===== src/rtl/regfile_seq_if.sv =====
// Bundles the instruction, execute and register-file handshakes of regfile_seq.
// The sequencer drives through "master"; the decode/execute/register-file side
// connects through "slave".
interface regfile_seq_if #(
    parameter int XLEN = 32,
    parameter int AW   = 5
);
    // Instruction intake from decode
    logic            instr_valid;
    logic            instr_ready;
    logic [AW-1:0]   rs1;
    logic [AW-1:0]   rs2;
    logic [AW-1:0]   rd;
    logic            uses_rs2;
    logic            writes_rd;
    // Operands toward execute
    logic            op_valid;
    logic            op_ready;
    logic [XLEN-1:0] op_a;
    logic [XLEN-1:0] op_b;
    // Result from execute
    logic            res_valid;
    logic            res_ready;
    logic [XLEN-1:0] res_data;
    // Register-file port
    logic            rf_we;
    logic            rf_re;
    logic [AW-1:0]   rf_addr_a;
    logic [AW-1:0]   rf_addr_b;
    logic [XLEN-1:0] rf_wdata;
    logic [XLEN-1:0] rf_rd1;
    logic [XLEN-1:0] rf_rd2;
    // Status
    logic            busy;
    logic [31:0]     retired;

    modport master (
        input  instr_valid, rs1, rs2, rd, uses_rs2, writes_rd,
        output instr_ready,
        output op_valid, op_a, op_b,
        input  op_ready,
        input  res_valid, res_data,
        output res_ready,
        output rf_we, rf_re, rf_addr_a, rf_addr_b, rf_wdata,
        input  rf_rd1, rf_rd2,
        output busy, retired
    );

    modport slave (
        output instr_valid, rs1, rs2, rd, uses_rs2, writes_rd,
        input  instr_ready,
        input  op_valid, op_a, op_b,
        output op_ready,
        output res_valid, res_data,
        input  res_ready,
        input  rf_we, rf_re, rf_addr_a, rf_addr_b, rf_wdata,
        output rf_rd1, rf_rd2,
        input  busy, retired
    );
endinterface


===== src/rtl/regfile_seq.sv =====
// Multi-cycle register-file access sequencer for the non-pipelined RV32I core.
// One instruction in flight: read rs1/rs2, hand operands to execute, wait for
// the result and write it back to rd (never to x0). All handshake and
// register-file strobes decode from the state register alone.
module regfile_seq #(
    parameter int XLEN = 32,
    parameter int AW   = 5
) (
    input  logic          clk,
    input  logic          rst_n,
    regfile_seq_if.master bus
);

    typedef enum logic [2:0] {
        S_IDLE,
        S_READ,
        S_CAPT,
        S_ISSUE,
        S_WAIT_RES,
        S_WRITE
    } state_t;

    state_t          r_state;
    state_t          w_next;

    logic [AW-1:0]   r_rs1;
    logic [AW-1:0]   r_rs2;
    logic [AW-1:0]   r_rd;
    logic            r_uses_rs2;
    logic            r_writes_rd;
    logic [XLEN-1:0] r_op_a;
    logic [XLEN-1:0] r_op_b;
    logic [XLEN-1:0] r_result;
    logic [31:0]     r_retired;

    logic            w_accept;
    logic            w_op_fire;
    logic            w_res_fire;
    logic            w_retire;
    logic            w_rf_active;

    assign w_accept    = (r_state == S_IDLE)     && bus.instr_valid;
    assign w_op_fire   = (r_state == S_ISSUE)    && bus.op_ready;
    assign w_res_fire  = (r_state == S_WAIT_RES) && bus.res_valid;
    assign w_rf_active = (r_state == S_READ) || (r_state == S_CAPT);

    // An instruction retires on a non-writing op handshake, a result aimed at x0,
    // or the write-back cycle itself.
    assign w_retire = (w_op_fire && !r_writes_rd)
                    || (w_res_fire && (r_rd == '0))
                    || (r_state == S_WRITE);

    // State register
    always_ff @(posedge clk or negedge rst_n) begin
        // NOTE: sequential state uses non-blocking assignments so every flop
        // samples pre-edge values regardless of block ordering.
        if (!rst_n) r_state <= S_IDLE;
        else        r_state <= w_next;
    end

    // Next-state decode
    always_comb begin
        // NOTE: default first so no path through this block can infer a latch.
        w_next = r_state;
        unique case (r_state)
            S_IDLE:     if (bus.instr_valid) w_next = S_READ;
            S_READ:     w_next = S_CAPT;
            S_CAPT:     w_next = S_ISSUE;
            S_ISSUE:    if (bus.op_ready) w_next = r_writes_rd ? S_WAIT_RES : S_IDLE;
            S_WAIT_RES: if (bus.res_valid) w_next = (r_rd != '0) ? S_WRITE : S_IDLE;
            S_WRITE:    w_next = S_IDLE;
            default:    w_next = S_IDLE;
        endcase
    end

    // Instruction fields, operands, result and retire counter
    always_ff @(posedge clk or negedge rst_n) begin
        if (!rst_n) begin
            r_rs1       <= '0;
            r_rs2       <= '0;
            r_rd        <= '0;
            r_uses_rs2  <= 1'b0;
            r_writes_rd <= 1'b0;
            r_op_a      <= '0;
            r_op_b      <= '0;
            r_result    <= '0;
            r_retired   <= '0;
        end else begin
            if (w_accept) begin
                r_rs1       <= bus.rs1;
                r_rs2       <= bus.rs2;
                r_rd        <= bus.rd;
                r_uses_rs2  <= bus.uses_rs2;
                r_writes_rd <= bus.writes_rd;
            end
            // Read data is sampled at the end of CAPT, a full cycle after the
            // addresses went out in READ. x0 reads as zero whatever the array holds.
            if (r_state == S_CAPT) begin
                r_op_a <= (r_rs1 == '0) ? '0 : bus.rf_rd1;
                r_op_b <= (!r_uses_rs2 || (r_rs2 == '0)) ? '0 : bus.rf_rd2;
            end
            if (w_res_fire) r_result <= bus.res_data;
            // Wraps naturally from all-ones to zero.
            r_retired <= r_retired + {31'b0, w_retire};
        end
    end

    // State decodes: no combinational path from inputs to any strobe
    assign bus.instr_ready = (r_state == S_IDLE);
    assign bus.op_valid    = (r_state == S_ISSUE);
    assign bus.res_ready   = (r_state == S_WAIT_RES);
    assign bus.rf_re       = w_rf_active;
    assign bus.rf_we       = (r_state == S_WRITE);
    assign bus.busy        = (r_state != S_IDLE);

    // Register-file address/data: rf_addr_a is rs1 while reading, rd while writing
    assign bus.rf_addr_a = w_rf_active            ? r_rs1
                         : (r_state == S_WRITE)   ? r_rd
                         : '0;
    assign bus.rf_addr_b = (w_rf_active && r_uses_rs2) ? r_rs2 : '0;
    assign bus.rf_wdata  = (r_state == S_WRITE) ? r_result : '0;

    assign bus.op_a    = r_op_a;
    assign bus.op_b    = r_op_b;
    assign bus.retired = r_retired;

endmodule


===== src/flat_wrapper.sv =====
// flat-port wrapper written by rule: the top's interface ports become plain ports
module regfile_seq_flat 
#(
    parameter int XLEN = 32,
    parameter int AW   = 5
)
  (clk, rst_n, bus_instr_valid, bus_rs1, bus_rs2, bus_rd, bus_uses_rs2, bus_writes_rd, bus_instr_ready, bus_op_valid, bus_op_a, bus_op_b, bus_op_ready, bus_res_valid, bus_res_data, bus_res_ready, bus_rf_we, bus_rf_re, bus_rf_addr_a, bus_rf_addr_b, bus_rf_wdata, bus_rf_rd1, bus_rf_rd2, bus_busy, bus_retired);
  regfile_seq_if #(.XLEN(XLEN), .AW(AW)) bus_i ();
  input  logic clk;
  input  logic rst_n;
  input wire logic [$bits(bus_i.instr_valid)-1:0] bus_instr_valid;
  input wire logic [$bits(bus_i.rs1)-1:0] bus_rs1;
  input wire logic [$bits(bus_i.rs2)-1:0] bus_rs2;
  input wire logic [$bits(bus_i.rd)-1:0] bus_rd;
  input wire logic [$bits(bus_i.uses_rs2)-1:0] bus_uses_rs2;
  input wire logic [$bits(bus_i.writes_rd)-1:0] bus_writes_rd;
  output wire logic [$bits(bus_i.instr_ready)-1:0] bus_instr_ready;
  output wire logic [$bits(bus_i.op_valid)-1:0] bus_op_valid;
  output wire logic [$bits(bus_i.op_a)-1:0] bus_op_a;
  output wire logic [$bits(bus_i.op_b)-1:0] bus_op_b;
  input wire logic [$bits(bus_i.op_ready)-1:0] bus_op_ready;
  input wire logic [$bits(bus_i.res_valid)-1:0] bus_res_valid;
  input wire logic [$bits(bus_i.res_data)-1:0] bus_res_data;
  output wire logic [$bits(bus_i.res_ready)-1:0] bus_res_ready;
  output wire logic [$bits(bus_i.rf_we)-1:0] bus_rf_we;
  output wire logic [$bits(bus_i.rf_re)-1:0] bus_rf_re;
  output wire logic [$bits(bus_i.rf_addr_a)-1:0] bus_rf_addr_a;
  output wire logic [$bits(bus_i.rf_addr_b)-1:0] bus_rf_addr_b;
  output wire logic [$bits(bus_i.rf_wdata)-1:0] bus_rf_wdata;
  input wire logic [$bits(bus_i.rf_rd1)-1:0] bus_rf_rd1;
  input wire logic [$bits(bus_i.rf_rd2)-1:0] bus_rf_rd2;
  output wire logic [$bits(bus_i.busy)-1:0] bus_busy;
  output wire logic [$bits(bus_i.retired)-1:0] bus_retired;
  assign bus_i.instr_valid = bus_instr_valid;
  assign bus_i.rs1 = bus_rs1;
  assign bus_i.rs2 = bus_rs2;
  assign bus_i.rd = bus_rd;
  assign bus_i.uses_rs2 = bus_uses_rs2;
  assign bus_i.writes_rd = bus_writes_rd;
  assign bus_instr_ready = bus_i.instr_ready;
  assign bus_op_valid = bus_i.op_valid;
  assign bus_op_a = bus_i.op_a;
  assign bus_op_b = bus_i.op_b;
  assign bus_i.op_ready = bus_op_ready;
  assign bus_i.res_valid = bus_res_valid;
  assign bus_i.res_data = bus_res_data;
  assign bus_res_ready = bus_i.res_ready;
  assign bus_rf_we = bus_i.rf_we;
  assign bus_rf_re = bus_i.rf_re;
  assign bus_rf_addr_a = bus_i.rf_addr_a;
  assign bus_rf_addr_b = bus_i.rf_addr_b;
  assign bus_rf_wdata = bus_i.rf_wdata;
  assign bus_i.rf_rd1 = bus_rf_rd1;
  assign bus_i.rf_rd2 = bus_rf_rd2;
  assign bus_busy = bus_i.busy;
  assign bus_retired = bus_i.retired;
  regfile_seq #(.XLEN(XLEN), .AW(AW)) u_core (.clk(clk), .rst_n(rst_n), .bus(bus_i));
endmodule

===== config.mk =====
export PLATFORM = sky130hd
export DESIGN_NAME = regfile_seq_flat
export DESIGN_NICKNAME = d
export VERILOG_FILES = /design/src/rtl/regfile_seq_if.sv /design/src/rtl/regfile_seq.sv /design/src/flat_wrapper.sv
export SDC_FILE = /design/constraint.sdc
export NUM_CORES = 1
export LEC_CHECK = 0
export BUFFER_PORTS_ARGS = -buffer_cell sky130_fd_sc_hd__buf_2
export CAP_MARGIN = 15
export CORE_ASPECT_RATIO = 1.75
export CORE_UTILIZATION = 40
export DETAILED_ROUTE_END_ITERATION = 8
export PLACE_DENSITY_LB_ADDON = 0.2
export SYNTH_ARGS = -nofsm -noshare
export SYNTH_HDL_FRONTEND = slang
export SYNTH_SLANG_ARGS = --single-unit

===== constraint.sdc =====
create_clock -name clk -period 3.3 [get_ports clk]
set_input_delay 0.66 -clock clk [delete_from_list [all_inputs] [get_ports clk]]
set_output_delay 0.66 -clock clk [all_outputs]
set_load 0.005 [all_outputs]

==> impl_metrics.ini, run 1 <==
[outcome]
status = finished clean

[setup_path]
critPathBufInv = 1
crit_chain = or4_1, nor2_1, a211o_1, ha_1, ha_1, nand4_1, buf_4, nor4_1, nand3_1, xnor2_1
critPathTopFamily = simple AND/OR/NAND/NOR gates
crit_required_ps = 3590
crit_path_top_delay_cell = or4_1
slowest_delay_ps = 530
worstSetupPathType = reg -> reg
critPathLaunchType = register
critPathCaptureType = register
path_common_cell = ha_1
worstPathArrival_ps = 3130
crit_fanout = 6

[cts]
clock_latency_ps = 410
cts.clk_slew.worst_paths_ps = 60
hold_buffers = 0
post-cts-setup-buffers = 0
htree_levels = 4
cts.sinks = 148
cts_tree = yes
ctsResizeCount = 0
cts_buffers = 17
cts-root-buf = clkbuf_16
clockBufferDepth = 2

[hold_path]
hold_path.class = in -> async

[floorplan]
die_width_um = 96.6
dieArea_sq_um = 16200
die_h_um = 168
ios = 262
start_util = 0.409
rows = 60
core-area_sq_um = 15300

[timing]
fmax_ghz = 0.353
setup_tns_ps = 0
finalHoldViolations = 0
slew_headroom = 0.365
finalSetupViolations = 0
min_period_ps = 2830
rsz0062_at_grt = false
finClkSkew_ps = 7.75
post-route-period-util = 0.858
tightest_slew_ps = 944
maxSlewViolCount = 0

[power]
leakagePower_nw = 4.45
p_seq_frac = 0.413
ir_worst_vdd_mv = 0.456
power.total_mw = 6.89
pwr-share-comb = 0.294
internal_power_mw = 4.72
power.density_nw_per_um2 = 822
switching_share = 0.315
clkPwrFrac = 0.294
power_switching_mw = 2.17

[synth]
async_flop_share = 1.00
ys_top_cells_by_count = 148 x dfrtp_1, 77 x nand2_1, 49 x mux2_2, 37 x a22o_1
yosysSeqAreaShare = 0.591
synth_cell_types = 42
yosysMostFrequentCell = dfrtp_1
synth.largest_area_cell = dfrtp_1
synth_edf_count = 0
yosysWarnings = 0
synth_top_cell_area_share = 0.591
syn_nets = 651
synth_area_sq_um = 6270
synth_ff_type = dfrtp_1
synth_seq_cells = 148
syn_inst = 531
synth.area.top_cells = dfrtp_1 59%, mux2_2 8.8%, a22o_1 5.2%
synth.avg_cell_area_sq_um = 11.8

[place]
io_buffers = 261
gp_congestion = 0.818
dpl.hpwl_um = 11500

[route]
first_pass_iters = 5
wire_per_inst_um = 16.1
drt_iter0_drc = 128
ant_nets = 0
drc = 0
via_count = 5008
viasPerCell = 5.07
totalWireLength_um = 15900

[cells_and_area]
layout.nets = 909
syn_to_final_growth_pct = 33.6
drive_gt1_frac = 0.447
diodes = 0

[grt]
grt.total_usage = 0.202
gr-total-overflow = 0
grt_max_degree = 69
grt_antenna_before_repair = 0
grt_pass1_vias = 5099
grt_pass1_wl_um = 26400

[run]
cap_violations = 0
layout make-up:
type | instances | area (sq um)
well taps | 186 | 233
clock buffers | 19 | 433
multi-input cells | 345 | 2410
flip-flops and latches | 148 | 3700
inverters | 7 | 26.3
fillers | 1334 | 6940
clock inverters | 12 | 179
repair buffers | 270 | 1390
flip-flops by register name, indices dropped and copies added (netlist names):
register / flops
u_core.r_rs2: 5
u_core.bus.retired: 32
u_core.bus.op_a: 32
u_core.r_writes_rd: 1
u_core.bus.op_b: 32
u_core.r_rd: 5
u_core.r_result: 32
u_core.r_uses_rs2: 1
u_core.r_rs1: 5
u_core.r_state: 3
power by group through the flow:
stage | Clock [mW] | Sequential [mW] | Combinational (mW)
floorplan | 0 | 2.79 | 1.24
global placement | 0 | 2.84 | 2.00
detailed placement | 0 | 2.87 | 2.04
CTS | 2.07 | 2.84 | 2.06
global route | 2.14 | 2.94 | 2.26
finish | 2.02 | 2.84 | 2.02
cell usage in the layout (no fill, tap or decap), types with 2 or more instances in the layout:
cell type and instances:
inv_6 3, clkbuf_16 17, clkinvlp_4 3, xnor2_1 19, xor2_1 12, clkinv_2 2, mux2_2 49, clkbuf_1 2
and4_1 4, inv_1 7, nand2_1 77, ha_1 2, nand3_1 12, or4_1 2, nor4_1 6, nor2_1 8
a22o_1 37, and3_1 10, o21ai_0 33, and2_1 34, nor3_1 7, buf_2 260, nor4_4 3, nand4_1 10
dfrtp_1 148, bufinv_16 4, buf_4 8
worst paths after layout:
kind | from | end | slack (ps) | cells after the start
min | rst_n | u_core.bus.retired[26] | 160 | 1
max in group asynchronous | rst_n | u_core.bus.op_b[9] | 2310 | 2
min reg2reg | u_core.bus.retired[31] | u_core.bus.retired[31] | 470 | 1
min in group clk | bus_rf_rd1[3] | u_core.bus.op_a[3] | 470 | 2
max reg2reg | u_core.r_rd[0] | u_core.bus.retired[14] | 470 | 10
max | u_core.r_rd[0] | u_core.bus.retired[14] | 470 | 10
metrics by stage:
stage                     utilization  instances  setup WS (ps)  area (sq um)  hold slack (ps)
after CTS                       0.547        987            468          8380              155
final                           0.547        987            469          8380              158
after detailed placement        0.507        956            488          7760              466
after global routing            0.547        987            228          8380              179
after global placement          0.507        956            535          7760              456
after floorplan                     -        531            505          6270              364
per-layer routing:
metal,GRT usage,up-vias,wire [um]
met1,0.236,2426,6240
met5,0,-,0
li1,-,2360,-
met4,0.0798,0,328
met3,0.0459,31,868
met2,0.357,191,8490
worst reg2reg max path, stage by stage, from the launching register on:
cell	delay [ps]
dfrtp_1	400
or4_1	530
nor2_1	260
a211o_1	190
ha_1	180
ha_1	230
nand4_1	120
buf_4	190
nor4_1	330
nand3_1	150
xnor2_1	140
cell families (layout without fill, tap and decap cells):
family,after synthesis,in the layout,share of synthesized area
xor+xnor,31,31,0.0433
buf+inv,38,308,0.0263
compound gates,78,78,0.0872
flops,148,148,0.591
mux,49,49,0.0880
simple gates,185,185,0.160
fa+ha+maj,2,2,0.00399
No activity file was read; power rests on OpenSTA's default activity.
==> run 2: changes to the inputs <==
- BUFFER_PORTS_ARGS: -buffer_cell sky130_fd_sc_hd__buf_2 -> default
- DONT_BUFFER_PORTS: default -> 1
==> impl_metrics.ini, run 2 (same netlist as run 1, synthesis figures left out) <==
[outcome]
status = finished with violations
violations = hold timing

[place]
io_buffers = 0
dpl-instance-area_sq_um = 6420
dpl.hpwl_um = 10000
gp_congestion = 0.831
placed_cells = 693

[timing]
setup_tns_ps = 0
tightest_slew_ps = 930
whs_ps = -61.3
maxSlewViolCount = 0
post-route-period-util = 0.857
fmax_ghz = 0.354
finClkSkew_ps = 7.83
slew_headroom = 0.374
finalHoldViolations = 67
finalSetupViolations = 0
min_period_ps = 2830
rsz0062_at_grt = false

[power]
power_switching_mw = 2.00
leakagePower_nw = 3.26
pwr-share-comb = 0.224
switching_share = 0.312
ir_worst_vdd_mv = 0.518
clkPwrFrac = 0.317
power.total_mw = 6.42
internal_power_mw = 4.41
p_seq_frac = 0.459
power.density_nw_per_um2 = 911

[setup_path]
critPathLaunchType = register
worstSetupPathType = reg -> reg
worstPathArrival_ps = 3120
startpoint = u_core.r_rd[0]
crit_fanout = 6
critPathCaptureType = register
rr_startpoint = u_core.r_rd[0]
r2r_cells = 10
crit_required_ps = 3590

[route]
drc = 0
via_count = 4079
totalWireLength_um = 14500
drt_iter0_drc = 161
ant_nets = 0
wire_per_inst_um = 20.0
first_pass_iters = 4
viasPerCell = 5.63

[floorplan]
die_width_um = 96.6
ios = 262
rows = 60
start_util = 0.409
core-area_sq_um = 15300
dieArea_sq_um = 16200
die_h_um = 168

[cells_and_area]
syn_to_final_growth_pct = 12.4
layout_common_cells = 148 x dfrtp_1, 77 x nand2_1, 49 x mux2_2
diodes = 0
layout.nets = 646
final_common_cell = dfrtp_1
fin_cells = 724
design_area_sq_um = 7050
drive_gt1_frac = 0.178

[cts]
cts.clk_slew.worst_paths_ps = 60
post-cts-setup-buffers = 0
clock_latency_ps = 420
cts.sinks = 148
cts-root-buf = clkbuf_16
htree_levels = 4
cts_buffers = 17
ctsResizeCount = 0
cts_tree = yes
clockBufferDepth = 2

[grt]
grt_max_degree = 149
grt_pass1_wl_um = 23200
grt_antenna_before_repair = 0
gr-total-overflow = 0
grt_pass1_vias = 4370
grt.total_usage = 0.182

[hold_path]
hold_path.class = in -> async

[run]
cap_violations = 0
## run 2: power groups by stage
stage,clock [mW],sequential (mW),combinational (mW)
2_1_floorplan,0,2.79,1.24
3_3_place_gp,0,2.96,1.39
3_5_place_dp,0,2.98,1.46
4_1_cts,2.09,2.96,1.47
5_1_grt,2.16,3.02,1.63
6_report,2.04,2.94,1.44
## run 2: worst paths after layout
kind	endpoint	slack (ps)
worst max-delay path	u_core.bus.retired[14]	470
worst min-delay path	u_core.bus.retired[26]	-60
worst max register to register	u_core.bus.retired[14]	470
worst min register to register	u_core.r_result[25]	500
max in group asynchronous	u_core.bus.retired[15]	2990
min in group clk	u_core.r_state[0]	350
## run 2: stage by stage
| stage | util | setup WS, ps |
|---|---|---|
| 3_5_place_dp | 0.419 | 461 |
| 6_report | 0.460 | 471 |
| 4_1_cts | 0.460 | 431 |
| 2_1_floorplan | - | 505 |
| 3_3_place_gp | 0.419 | 522 |
| 5_1_grt | 0.460 | 255 |
## run 2: worst max-delay path: stages, from the launching register on
cell,delay [ps]
dfrtp_1,390
or4_1,520
nor2_1,260
a211o_1,200
ha_1,180
ha_1,230
nand4_1,120
buf_4,200
nor4_1,320
nand3_1,150
xnor2_1,150
## run 2: cell type report
cell class	instances	area [sq um]
fillers	1394	8270
flip-flops and latches	148	3700
multi-input cells	345	2410
clock buffers	19	443
well taps	186	233
clock inverters	12	179
repair buffers	7	52.6
inverters	7	26.3
## run 2: routing by layer
| layer | vias to the layer above | track usage | share of wire |
|---|---|---|---|
| met2 | 193 | 0.315 | 0.53 |
| met3 | 28 | 0.0630 | 0.081 |
| met4 | 0 | 0.0947 | 0.030 |
| met1 | 2019 | 0.195 | 0.36 |
| li1 | 1839 | - | - |
| met5 | - | 0 | 0 |
==> run 3: changes to the inputs <==
- clock period: 3.3 -> 3.1 ns (I/O delays scaled with it)
==> impl_metrics.ini, run 3 (same netlist as run 1, synthesis figures left out) <==
[outcome]
status = finished with violations
violations = hold timing

[cells_and_area]
diodes = 0
layout.nets = 646
layout_common_cells = 148 x dfrtp_1, 77 x nand2_1, 49 x mux2_2
design_area_sq_um = 7000
final_common_cell = dfrtp_1
syn_to_final_growth_pct = 11.7
final_core_util = 0.457
nFillCells = 1412
drive_gt1_frac = 0.180

[route]
totalWireLength_um = 14700
wire_per_inst_um = 20.2
via_count = 4076
drt_iter0_drc = 145
viasPerCell = 5.62
ant_nets = 0
drc = 0
first_pass_iters = 5

[grt]
grt_antenna_before_repair = 0
gr-total-overflow = 0
grt_pass1_vias = 4322
grt.total_usage = 0.184
grt_max_degree = 149
grt_pass1_wl_um = 23400

[cts]
cts-root-buf = clkbuf_16
cts.clk_slew.worst_paths_ps = 60
clock_latency_ps = 420
clockBufferDepth = 2
post-cts-setup-buffers = 0
ctsResizeCount = 0
htree_levels = 4
cts.sinks = 148
cts_buffers = 17
cts_tree = yes

[floorplan]
start_util = 0.409
rows = 60
die_width_um = 96.6
core-area_sq_um = 15300
die_h_um = 168
dieArea_sq_um = 16200
ios = 262

[setup_path]
r2r_cells = 8
crit_required_ps = 3400
crit_fanout = 4
critPathLaunchType = register
critPathCaptureType = register
worstPathArrival_ps = 3020
worstSetupPathType = reg -> reg

[power]
power.density_nw_per_um2 = 953
ir_worst_vdd_mv = 0.486
clkPwrFrac = 0.299
internal_power_mw = 4.49
p_seq_frac = 0.470
switching_share = 0.327
power_switching_mw = 2.18
leakagePower_nw = 3.23
pwr-share-comb = 0.230

[timing]
whs_ps = -105
fmax_ghz = 0.368
layout_setup_ws_ps = 380
setup_tns_ps = 0
finalSetupViolations = 0
slew_headroom = 0.413
finalHoldViolations = 148
rsz0062_at_grt = false
tightest_slew_ps = 872
finClkSkew_ps = 13.7
min_period_ps = 2720
maxSlewViolCount = 0
post-route-period-util = 0.878

[run]
cap_violations = 0

[place]
pre_cts_ws_ps = 356
io_buffers = 0
dpl.hpwl_um = 10200
gp_congestion = 0.808
dpl-instance-area_sq_um = 6420

[hold_path]
hold_path.class = in -> async
==> run 3: per-layer routing <==
metal / track usage / part of all wire
met1: 0.195 / 0.36
met2: 0.316 / 0.53
met3: 0.0672 / 0.082
met4: 0.0967 / 0.030
met5: 0 / 0
==> run 3: area by class of cell <==
class	count	area, sq um	area share
well taps	186	233	0.0332
repair buffers	7	52.6	0.00751
clock inverters	12	119	0.0170
flip-flops and latches	148	3700	0.529
inverters	7	26.3	0.00375
multi-input cells	345	2410	0.344
clock buffers	20	457	0.0652
==> run 3: final timing paths <==
| path | from | endpoint | slack, ps |
|---|---|---|---|
| max in group asynchronous | rst_n | u_core.bus.op_b[7] | 2950 |
| worst max register to register | u_core.r_rd[0] | u_core.bus.retired[31] | 380 |
| worst max-delay path | u_core.r_rd[0] | u_core.bus.retired[31] | 380 |
| worst min register to register | u_core.r_result[26] | u_core.r_result[26] | 500 |
| min in group clk | bus_op_ready | u_core.r_state[0] | 310 |
| worst min-delay path | rst_n | u_core.bus.retired[23] | -110 |
==> run 3: stage by stage <==
stage | total power, mW | cells | hold slack, ps
2_1_floorplan | 4.28 | 531 | 324
3_3_place_gp | 4.64 | 693 | 327
3_5_place_dp | 4.72 | 693 | 327
4_1_cts | 6.76 | 725 | -129
5_1_grt | 7.07 | 725 | -132
6_report | 6.67 | 725 | -105
==> run 3: worst max-delay path, stage by stage, from the launching register on <==
cell,delay (ps)
dfrtp_1,400
or4_1,530
nor2_1,240
a211o_1,180
ha_1,180
nand2_1,90
nor4_1,620
nand3_1,210
xnor2_1,170
==> run 3: power by group through the flow <==
| stage | clock [mW] | combinational (mW) | sequential [mW] |
|---|---|---|---|
| 2_1_floorplan | 0 | 1.32 | 2.97 |
| 3_3_place_gp | 0 | 1.49 | 3.15 |
| 3_5_place_dp | 0 | 1.54 | 3.18 |
| 4_1_cts | 2.05 | 1.56 | 3.15 |
| 5_1_grt | 2.12 | 1.73 | 3.22 |
| 6_report | 2.00 | 1.54 | 3.14 |
